<file path="src/rtl/mem_access.sv">
// Memory stage: runs loads/stores on a req/ack bus and forwards writeback.
// Optional misalignment trapping is enabled by defining MEM_MISALIGN_TRAP_EN.
module mem_access #(
  parameter int DATA_WIDTH     = 32,
  parameter int ADDR_WIDTH     = 32,
  parameter int RADDR_WIDTH    = 5,
  parameter int CSR_ADDR_WIDTH = 12,
  parameter int TIMEOUT        = 255
) (
  input  logic                      clk_i,
  input  logic                      rst_i,
  input  logic [RADDR_WIDTH-1:0]    reg_waddr_i,
  input  logic                      reg_we_i,
  input  logic [DATA_WIDTH-1:0]     reg_wdata_i,
  input  logic [ADDR_WIDTH-1:0]     mem_addr_i,
  input  logic [DATA_WIDTH-1:0]     mem_data_i,
  input  logic [3:0]                mem_op_i,
  input  logic                      mem_we_i,
  input  logic                      csr_we_i,
  input  logic [CSR_ADDR_WIDTH-1:0] csr_waddr_i,
  input  logic [DATA_WIDTH-1:0]     csr_wdata_i,
  input  logic [DATA_WIDTH-1:0]     exception_i,
  output logic                      bus_req_o,
  output logic                      bus_we_o,
  output logic [ADDR_WIDTH-1:0]     bus_addr_o,
  output logic [DATA_WIDTH-1:0]     bus_wdata_o,
  output logic [3:0]                bus_sel_o,
  input  logic                      bus_ack_i,
  input  logic                      bus_err_i,
  input  logic [DATA_WIDTH-1:0]     bus_rdata_i,
  output logic [RADDR_WIDTH-1:0]    reg_waddr_o,
  output logic                      reg_we_o,
  output logic [DATA_WIDTH-1:0]     reg_wdata_o,
  output logic                      csr_we_o,
  output logic [CSR_ADDR_WIDTH-1:0] csr_waddr_o,
  output logic [DATA_WIDTH-1:0]     csr_wdata_o,
  output logic [DATA_WIDTH-1:0]     exception_o,
  output logic                      stallreq_o
);

  localparam logic [7:0] TMO = 8'(TIMEOUT);

  typedef enum logic [1:0] {
    IDLE,
    BUSY,
    DONE
  } state_t;

  state_t state_q, state_d;

  logic [7:0]            cnt_q;
  logic                  fault_q;
  logic [DATA_WIDTH-1:0] rdata_q;

  logic                  is_load;
  logic                  is_store;
  logic [1:0]            sz;
  logic                  sext;
  logic [1:0]            off;
  logic                  mis;
  logic                  access;
  logic                  stall;
  logic [3:0]            sel;
  logic [DATA_WIDTH-1:0] word;
  logic [DATA_WIDTH-1:0] ld_val;

  // Decode op into direction, access size (0 byte, 1 half, 2 word) and signedness
  always_comb begin
    is_load  = 1'b0;
    is_store = 1'b0;
    sz       = 2'd0;
    sext     = 1'b0;
    unique case (mem_op_i)
      4'd1: begin is_load = 1'b1; sz = 2'd0; sext = 1'b1; end
      4'd2: begin is_load = 1'b1; sz = 2'd1; sext = 1'b1; end
      4'd3: begin is_load = 1'b1; sz = 2'd2; end
      4'd4: begin is_load = 1'b1; sz = 2'd0; end
      4'd5: begin is_load = 1'b1; sz = 2'd1; end
      4'd6: begin is_store = mem_we_i; sz = 2'd0; end
      4'd7: begin is_store = mem_we_i; sz = 2'd1; end
      4'd8: begin is_store = mem_we_i; sz = 2'd2; end
      default: ;
    endcase
  end

`ifdef MEM_MISALIGN_TRAP_EN
  // Byte offset used as-is; misaligned half/word accesses trap instead of issuing
  always_comb begin
    off = mem_addr_i[1:0];
    mis = (is_load | is_store) &
          (((sz == 2'd1) & mem_addr_i[0]) |
           ((sz == 2'd2) & (mem_addr_i[1:0] != 2'd0)));
  end
`else
  // Low offset bits are dropped so half/word accesses are always aligned
  always_comb begin
    mis = 1'b0;
    unique case (sz)
      2'd2:    off = 2'd0;
      2'd1:    off = {mem_addr_i[1], 1'b0};
      default: off = mem_addr_i[1:0];
    endcase
  end
`endif

  assign access = (is_load | is_store) & ~mis;

  // Byte enables by access size, shifted to the addressed lane
  always_comb begin
    unique case (sz)
      2'd2:    sel = 4'b1111;
      2'd1:    sel = 4'b0011 << off;
      default: sel = 4'b0001 << off;
    endcase
  end

  // FSM next-state and stall request
  always_comb begin
    state_d = state_q;
    stall   = 1'b0;
    unique case (state_q)
      IDLE: begin
        if (access) begin
          stall   = 1'b1;
          state_d = BUSY;
        end
      end
      BUSY: begin
        stall = 1'b1;
        if (bus_err_i || bus_ack_i || cnt_q == TMO)
          state_d = DONE;
      end
      DONE:    state_d = IDLE;
      default: state_d = IDLE;
    endcase
  end

  // State register
  always_ff @(posedge clk_i or negedge rst_i) begin
    if (!rst_i) state_q <= IDLE;
    else        state_q <= state_d;
  end

  // Bus request registers: load on issue, hold through BUSY, drop req on exit
  always_ff @(posedge clk_i or negedge rst_i) begin
    if (!rst_i) begin
      bus_req_o   <= 1'b0;
      bus_we_o    <= 1'b0;
      bus_addr_o  <= '0;
      bus_wdata_o <= '0;
      bus_sel_o   <= 4'b0000;
    end else if (state_q == IDLE && access) begin
      bus_req_o   <= 1'b1;
      bus_we_o    <= is_store;
      bus_addr_o  <= {mem_addr_i[ADDR_WIDTH-1:2], 2'b00};
      bus_wdata_o <= mem_data_i << {off, 3'b000};
      bus_sel_o   <= sel;
    end else if (state_q == BUSY && state_d == DONE) begin
      bus_req_o   <= 1'b0;
    end
  end

  // Timeout counter, fault flag and read-data capture
  always_ff @(posedge clk_i or negedge rst_i) begin
    if (!rst_i) begin
      cnt_q   <= 8'd0;
      fault_q <= 1'b0;
      rdata_q <= '0;
    end else if (state_q == DONE) begin
      cnt_q   <= 8'd0;
      fault_q <= 1'b0;
    end else if (state_q == BUSY) begin
      if (bus_err_i || cnt_q == TMO) fault_q <= 1'b1;
      else if (bus_ack_i)            rdata_q <= bus_rdata_i;
      cnt_q <= cnt_q + 8'd1;
    end
  end

  // Load lane extraction and sign/zero extension
  always_comb begin
    word = rdata_q >> {off, 3'b000};
    unique case (sz)
      2'd0: ld_val = {{(DATA_WIDTH-8){sext & word[7]}}, word[7:0]};
      2'd1: ld_val = {{(DATA_WIDTH-16){sext & word[15]}}, word[15:0]};
      default: ld_val = word;
    endcase
  end

  // Writeback, CSR passthrough, exceptions and stall; all zero in reset
  always_comb begin
    reg_waddr_o = '0;
    reg_we_o    = 1'b0;
    reg_wdata_o = '0;
    csr_we_o    = 1'b0;
    csr_waddr_o = '0;
    csr_wdata_o = '0;
    exception_o = '0;
    stallreq_o  = 1'b0;
    if (rst_i) begin
      reg_waddr_o = reg_waddr_i;
      csr_we_o    = csr_we_i;
      csr_waddr_o = csr_waddr_i;
      csr_wdata_o = csr_wdata_i;
      stallreq_o  = stall;
      reg_wdata_o = (state_q == DONE && is_load) ? ld_val : reg_wdata_i;
      reg_we_o    = reg_we_i & ~fault_q & ~(mis & state_q == IDLE);
      exception_o = exception_i;
      if (state_q == DONE && fault_q) begin
        if (is_load)  exception_o[5] = 1'b1;
        if (is_store) exception_o[7] = 1'b1;
      end
      if (state_q == IDLE && mis) begin
        if (is_load)  exception_o[4] = 1'b1;
        if (is_store) exception_o[6] = 1'b1;
      end
    end
  end

endmodule

</file>
<file path="config.mk">
export PLATFORM = sky130hd
export DESIGN_NAME = mem_access
export DESIGN_NICKNAME = d
export VERILOG_FILES = /design/src/rtl/mem_access.sv
export SDC_FILE = /design/constraint.sdc
export NUM_CORES = 1
export LEC_CHECK = 0
export ABC_AREA = 1
export CORE_AREA = 3 3 158 160
export CTS_BUF_LIST = sky130_fd_sc_hd__clkbuf_16
export CTS_CLUSTER_SIZE = 30
export DETAILED_ROUTE_END_ITERATION = 8
export DIE_AREA = 0 0 161 163
export PLACE_DENSITY = 0.62
export SYNTH_ARGS = -nofsm -noshare
export SYNTH_HDL_FRONTEND = slang
export SYNTH_SLANG_ARGS = --single-unit
</file>
<file path="constraint.sdc">
create_clock -name clk_i -period 10.3 [get_ports clk_i]
set_input_delay 3.09 -clock clk_i [delete_from_list [all_inputs] [get_ports clk_i]]
set_output_delay 3.09 -clock clk_i [all_outputs]
set_load 0.02 [all_outputs]
</file>
; After elaboration in Yosys (flattened, before gate mapping)
; Cells that the tools add are included.
[classes]
bitwise_logic = 7
reduce_logical = 19
mux = 32
shift = 4
n_eq_ne = 14
n_addsub = 1
[op_table]
columns = cell, count
row1 = $mux 32, 4
row2 = $pmux 32 s2, 1
row3 = $shl 32x5->32, 1
row4 = $shr 32x5->32, 1
row5 = $eq 4x3->1 const B, 4
row6 = $mux 1, 16
row7 = $mux 8, 2
row8 = $mux 12, 1
row9 = $pmux 2 s2, 3
row10 = $add 8x1->8 const B, 1
row11 = $eq 4x2->1 const B, 2
row12 = $eq 8x8->1 const B, 1
row13 = $pmux 4 s2, 1
row14 = $eq 2x2->1 const B, 3
row15 = $reduce_bool 2->1, 3
row16 = $reduce_or 3->1, 2
row17 = $mux 5, 1
row18 = $reduce_or 5->1, 1
row19 = $eq 2x1->1 const B, 2
row20 = $eq 4x1->1 const B, 1
row21 = $eq 4x4->1 const B, 1
row22 = $logic_and 1x1->1, 4
row23 = $logic_not 2->1, 2
row24 = $mux 2, 2
row25 = 10 further kinds, 17
[word_totals]
ff_bits = 111
in_bits = 220
out_inout_bits = 186
wordCells = 86

; Longest topological paths before layout
[depth]
ltp_word = 10
mapped_depth = 17
ltp_nobuf = 15

; Least setup slack after synthesis
; No wires, ideal clock.
[synth_path]
path_kind = input port to output port
start = input port mem_op_i[3]
end = output port reg_wdata_o[27]
stages = 14
t_arrival_ns = 5.135
required_time_ns = 7.210
setup_slack_ns = 2.075
cell_sequence = nor2_2 > inv_2 > o21ai_2 > inv_2 > ha_1 > buf_2 > o21ai_2 > nand2_1 > nand2_2 > nand2_4 > nand3_4 > buf_6 > nand2_1 > a21oi_1
[synth_between]
elab_chain_len = 10
elab_cells_between_ends = 25
cone_classes = eq/ne: 9 / shift: 1 / mux: 7 / bitwise: 2 / reduce/logical: 6
[synth_rtl]
columns = element, line
row1 = from (decl), 17  ; input logic [3:0] mem_op_i,
row2 = $eq 4x2->1 (tied with other cells), 73  ; unique case (mem_op_i)
row3 = $reduce_or 3->1 (no source line) or $reduce_or 2->1 (tied branches), n/a
row4 = $pmux 2 s2, 73
row5 = $eq 2x1->1 or $eq 2x2->1 (tied branches), "98, 182"
row6 = $pmux 2 s2, 98  ; unique case (sz)
row7 = $shr 32x5->32, 181  ; word = rdata_q >> {off, 3'b000};
row8 = "$and 1x1->1, on equally long branches", "184, 183"
row9 = $pmux 32 s2, 182  ; unique case (sz)
row10 = $mux 32 (*), 205  ; reg_wdata_o = (state_q == DONE && is_load) ? ld_val : reg_wdata_i;
row11 = $mux 32 (*), 199  ; if (rst_i) begin
row12 = to (decl), 33  ; output logic [DATA_WIDTH-1:0] reg_wdata_o,
; Mark *: on every way between the ends. The rest lies on a longest branch, timed or not.

; Worst setup path after layout
[layout_path]
start = input port mem_op_i[3]
end = output port reg_wdata_o[3]
[layout_between]
elab_chain_len = 9
elab_cells_between_ends = 20
cone_classes = eq/ne: 9 / shift: 1 / mux: 6 / reduce/logical: 4
[layout_rtl]
columns = element, line
row1 = $eq 4x2->1 (tied with other cells), 73
row2 = $reduce_or 3->1 (no source line) or $reduce_or 2->1 (tied branches), n/a
row3 = $pmux 2 s2, 73
row4 = $eq 2x1->1 or $eq 2x2->1 (tied branches), 98
row5 = $pmux 2 s2, 98
row6 = $shr 32x5->32, 181
row7 = $pmux 32 s2, 182
row8 = $mux 32 (*), 205
row9 = $mux 32 (*), 199
; Marks and branches as above.

==> run_results.csv <==
group,metric,value,unit
synth,avgSynthCellArea,6.539,µm²
route,drt_wl_total,28410,µm
route,wl_per_cell,16.19,µm
grt,antenna_found_initial,2,
route,drc,0,
setup_path,cp_data_required_time,7.21,ns
power,vdd_drop_max,0.1037,mV
min_path,hold_class,"reg2reg",
finish,instances_no_fill,1755,
power,p_leak,5.798,nW
sta,worst_pin_slew,1.075,ns
setup_path,worstPathArrival,6.69,ns
grt,grt_pass1_vias,7516,
finish,fillCellCount,2379,
die,start_util,29.61,%
power,p_per_area,199.4,nW/µm²
setup_path,critPathCaptureType,"output port",
route,num_vias,7812,
synth,yosysWarnings,0,
status,status,"complete, no violations",
sta,period_needed,9.779,ns
route,antenna_left,0,
die,coreArea,23540,µm²
setup_path,path_class,"in2out",
synth,ys_types,32,
clocking,numCtsBuffers,9,
setup_path,worstPathMaxFanout,33,
sta,hold_violations,0,
clocking,cts_tree,"built",
setup_path,max_stage_delay,0.61,ns
die,fp.dieW,161,µm
die,rows,56,
route,vias_per_cell,4.451,
finish,final_util,48.86,%
sta,slew_violations,0,
finish,num-nets-final,1657,
route,drtPass1Iterations,5,
setup_path,worstPathCellList,"clkdlybuf4s50_1, nor2_2, inv_2, nor3_1, a21oi_1, inv_1, ha_1, nand2_2, inv_2, buf_4, nand2_1, nand3_1, a21oi_1, nor2_1, clkdlybuf4s50_1",
sta,rsz0062_at_grt,"false",
setup_path,cp_slowest_cell,"clkdlybuf4s50_1",
sta,whs,0.4836,ns
job,cap_viol_max_count,0,
clocking,clock_latency,0.36,ns
clocking,htreeDepth,3,
sta,period_share,94.94,%
clocking,cts-hold-fix-buffers,0,
setup_path,setup.worst_path.start_class,"input pin",
grt,grt.total_usage,20.70,%
place,gp_congestion,0.8446,
grt,grt_pass1_wl,42940,µm
place,hpwl,21840,µm
die,io_pins,406,
grt,grt_overflow_total,0,
place,place_ws,0.5285,ns
sta,slew_headroom,28.26,%
clocking,post_cts_buffers,0,
finish,area_growth,65.03,%
clocking,clkTransAtPathRegs,0.09,ns
clocking,cts_root_buf,"clkbuf_16",
sta,clock.fmax,0.1023,GHz
clocking,cts_sinks,111,
setup_path,crit_family,"buffers and inverters",
sta,clock_skew,0.01288,ns
synth,synth_cells,1066,
grt,grt_max_degree,89,
finish,drive_above_1_share,3.833,%
clocking,cts_resized,0,
place,io_buffers,403,
synth,ys_seq_elements,111,
place,dp.cells,1738,
setup_path,crit_buf_inv,6,
clocking,cts_buffer_depth,2,
sta,worst_slack,0.5207,ns
sta,setup_viol,0,
sta,setup_tns,0,ns
die,die_height,163,µm
synth,yosysSeqAreaShare,39.85,%
die,die_area,26240,µm²
route,first_iter_violations,527,
synth,netlist_area,6970,µm²
==> worst reg2reg max path: stages, from the launching register on <==
cell     delay, ns
dfrtp_1       0.42
ha_1          0.25
nand2_1       0.08
nor2_1        0.05
nand3_1       0.12
nand2_1       0.08
nor2_1        0.12
nand3_2       0.81
o21ai_0       0.53
==> routing by layer <==
layer | vias to the layer above | GRT usage (%) | part of all wire [%]
li1 | 3989 | - | -
met5 | - | 0 | 0.046
met4 | 2 | 3.754 | 1.1
met2 | 293 | 32.72 | 45
met1 | 3505 | 28.31 | 45
met3 | 23 | 6.460 | 8.6
==> cells by family after synthesis <==
group / after synthesis / synth area share (%)
adders and majority gates: 7 / 1.256
other: 1 / 0.05380
buffers and inverters: 223 / 13.46
DFF: 111 / 39.85
muxes: 6 / 0.8616
AOI/OAI and AO/OA: 173 / 13.18
and+or+nand+nor: 543 / 31.09
xor gates and xnor gates: 2 / 0.2513
==> final timing paths <==
check	from	endpoint	slack [ns]	cells after the start
max reg2reg	cnt_q[0]$_DFFE_PN0P_	rdata_q[1]$_DFFE_PN0P_	7.72	8
min	bus_addr_o[3]$_DFFE_PN0P_	bus_addr_o[3]$_DFFE_PN0P_	0.48	2
max in group asynchronous	rst_i	rdata_q[29]$_DFFE_PN0P_	6.59	2
min reg2reg	bus_addr_o[3]$_DFFE_PN0P_	bus_addr_o[3]$_DFFE_PN0P_	0.48	2
min in group asynchronous	rst_i	bus_addr_o[4]$_DFFE_PN0P_	2.71	1
max	mem_op_i[3]	reg_wdata_o[3]	0.52	15
==> sequential cells by signal, summed over array words and instances (netlist names) <==
| signal | count |
|---|---|
| fault_q | 1 |
| bus_addr_o | 30 |
| rdata_q | 32 |
| bus_sel_o | 4 |
| bus_req_o | 1 |
| state_q | 2 |
| cnt_q | 8 |
| bus_we_o | 1 |
| bus_wdata_o | 32 |
==> area by class of cell <==
class / instances / area [µm²] / area share (%)
Antenna cell: 1 / 2.502 / 0.02175
Clock buffer: 9 / 225.2 / 1.958
Multi-Input combinational cell: 733 / 3271 / 28.43
Timing Repair Buffer: 418 / 4145 / 36.03
Sequential cell: 111 / 2778 / 24.15
Tap cell: 319 / 399.1 / 3.470
Inverter: 157 / 589.3 / 5.123
Clock inverter: 7 / 93.84 / 0.8158
==> where the power goes <==
part / total [W] / switching, W / leakage, nW / internal, W
combinational: 0.00115 / 0.000648 / 4.26 / 0.000502
clock: 0.000381 / 0.000200 / 0.155 / 0.000181
sequential: 0.000762 / 0.000125 / 1.39 / 0.000637
total: 0.00229 / 0.000974 / 5.80 / 0.00132
==> stage by stage <==
stage	power [W]	cell area, µm²
final	0.002294	11500
after global routing	0.002459	11500
after CTS	0.002317	11500
after detailed placement	0.001926	11180
after global placement	0.001914	11180
after floorplan	0.001360	6974
==> cell usage after synthesis <==
library cell,count,share of area (%)
clkbuf_1,27,1.5
nand4_1,1,0.090
or2_2,1,0.090
nand3_1,54,3.9
nand3_4,1,0.25
xor2_1,2,0.25
buf_6,7,1.1
a21oi_1,52,3.7
nor2_4,1,0.16
buf_1,3,0.16
nand2_1,405,22
ha_1,7,1.3
a31oi_1,1,0.090
mux2i_1,6,0.86
o31ai_1,8,0.86
nor2_1,68,3.7
o21ai_2,3,0.38
conb_1,1,0.054
buf_2,24,1.7
nand2_2,4,0.36
o21ai_1,2,0.14
a211oi_1,1,0.11
o21ai_0,99,7.1
inv_1,150,8.1
nor3_1,3,0.22
nand2_4,1,0.16
inv_2,7,0.38
dfrtp_1,111,40
o211ai_1,7,0.75
nand3_2,1,0.14
nor2_2,3,0.27
buf_4,5,0.54
==> placed cells by master, fill, tap and decap left out, types with 8 or more instances in the layout <==
| cell | n |
|---|---|
| nor2_1 | 68 |
| buf_4 | 16 |
| nand2_1 | 405 |
| o21ai_0 | 99 |
| o31ai_1 | 8 |
| dfrtp_1 | 111 |
| clkbuf_16 | 9 |
| a21oi_1 | 52 |
| inv_1 | 150 |
| nand3_1 | 54 |
| clkdlybuf4s50_1 | 401 |
No activity file was read; power rests on OpenSTA's default activity.
==> variant, RTL diff (same flow settings) <==
Set the parameter `RADDR_WIDTH` to 6 (it was 5).
--- a/src/rtl/mem_access.sv
+++ b/src/rtl/mem_access.sv
@@ -5,3 +5,3 @@
   parameter int ADDR_WIDTH     = 32,
-  parameter int RADDR_WIDTH    = 5,
+  parameter int RADDR_WIDTH    = 6,
   parameter int CSR_ADDR_WIDTH = 12,
Ports: changed (resized reg_waddr_i and reg_waddr_o); port bits go from 406 to 408. No check against the original RTL was run, so the function may have changed too.
==> variant against the original RTL <==
Worst setup slack worse by 100 ps. Fmax down 1.0%. Largest cell class unchanged. Area after synthesis up 1.8%. First-iteration DRC count up 12%. Routed wire length down 1.1%. Combinational power about the same. Utilization up 0.24 points. Power down 1.6%. Final area up 0.50%. Sequential cell count unchanged. Worst hold slack about the same.
==> variant: results (changes against the original RTL) <==
| Metric | Value |
|---|---|
| DP HPWL | 21.7 mm (-0.81%) |
| PortBufs | 405 (+0.50%) |
| Cells after Synth | 1,069 (+0.28%) |
| Hold Crit Start | bus_addr_o[26] |
| Share of post-route cells with drive strength above 1 | 0.0556 (+0.0173) |
| Seq area share | 0.240 (-0.00120) |
| Post-synthesis sequential area ratio | 0.391 (-0.00703) |
| GP Congestion | 0.834 (-1.2%) |
| Switching part of the total | 0.420 (-0.00417) |
| Crit path DAT | 6790 ps (+100 ps) |
| Total number of vias | 7,697 (-1.5%) |
| Non-clock buffers, area share | 0.358 (-0.00244) |
| Most instantiated cells after synthesis | 396 x nand2_1, 152 x inv_1, 111 x dfrtp_1 |
| Min-Delay Endpoint | bus_addr_o[26] |
| Outcome | completed |
| Vias per cell | 4.38 (-1.6%) |
| Flop-to-flop setup slack | 7790 ps (+70 ps) |
| ANT cells | 0 (-1) |
| Sequential cell count | 111 (unchanged) |
| Largest net degree at the start of global routing | 112 (+26%) |
| Grt met3 use | 0.0636 (-0.00102) |
| Post-synth cell types | 36 (+13%) |
| Inverter count of the layout excluding clock inverters | 159 (+1.3%) |
| Nets@finish | 1,661 (+0.24%) |
| Initial DRC count | 592 (+12%) |
| GR Util met2 | 0.336 (+0.00867) |
| WL met2 | 13.3 mm (+2.9%) |
| Met3 wire length | 2.17 mm (-11%) |
| Post-synthesis mux area share | 0.00846 (-0.000152) |
[variant: per-stage QoR]
| step | setup WS, ps | power, W | hold WS (ps) | instance area [µm²] |
|---|---|---|---|---|
| finish | 420 | 0.00226 | 484 | 11600 |
| global route | 17.5 | 0.00242 | 505 | 11600 |
| CTS | 400 | 0.00229 | 485 | 11600 |
| detailed placement | 429 | 0.00193 | 464 | 11300 |
| global placement | 494 | 0.00192 | 461 | 11300 |
| floorplan | 2210 | 0.00137 | 453 | 7100 |
[variant: worst max path at each step]
| stage | startpoint | to | slack, ps | depth (start not counted) |
|---|---|---|---|---|
| after floorplan | mem_op_i[3] | reg_wdata_o[16] | 2210 | 14 |
| after global placement | mem_op_i[3] | reg_wdata_o[22] | 490 | 14 |
| after detailed placement | mem_op_i[3] | reg_wdata_o[22] | 430 | 14 |
| after CTS | mem_op_i[3] | reg_wdata_o[22] | 400 | 14 |
| after global routing | mem_op_i[3] | reg_wdata_o[21] | 20 | 14 |
| final | mem_op_i[3] | reg_wdata_o[22] | 420 | 14 |
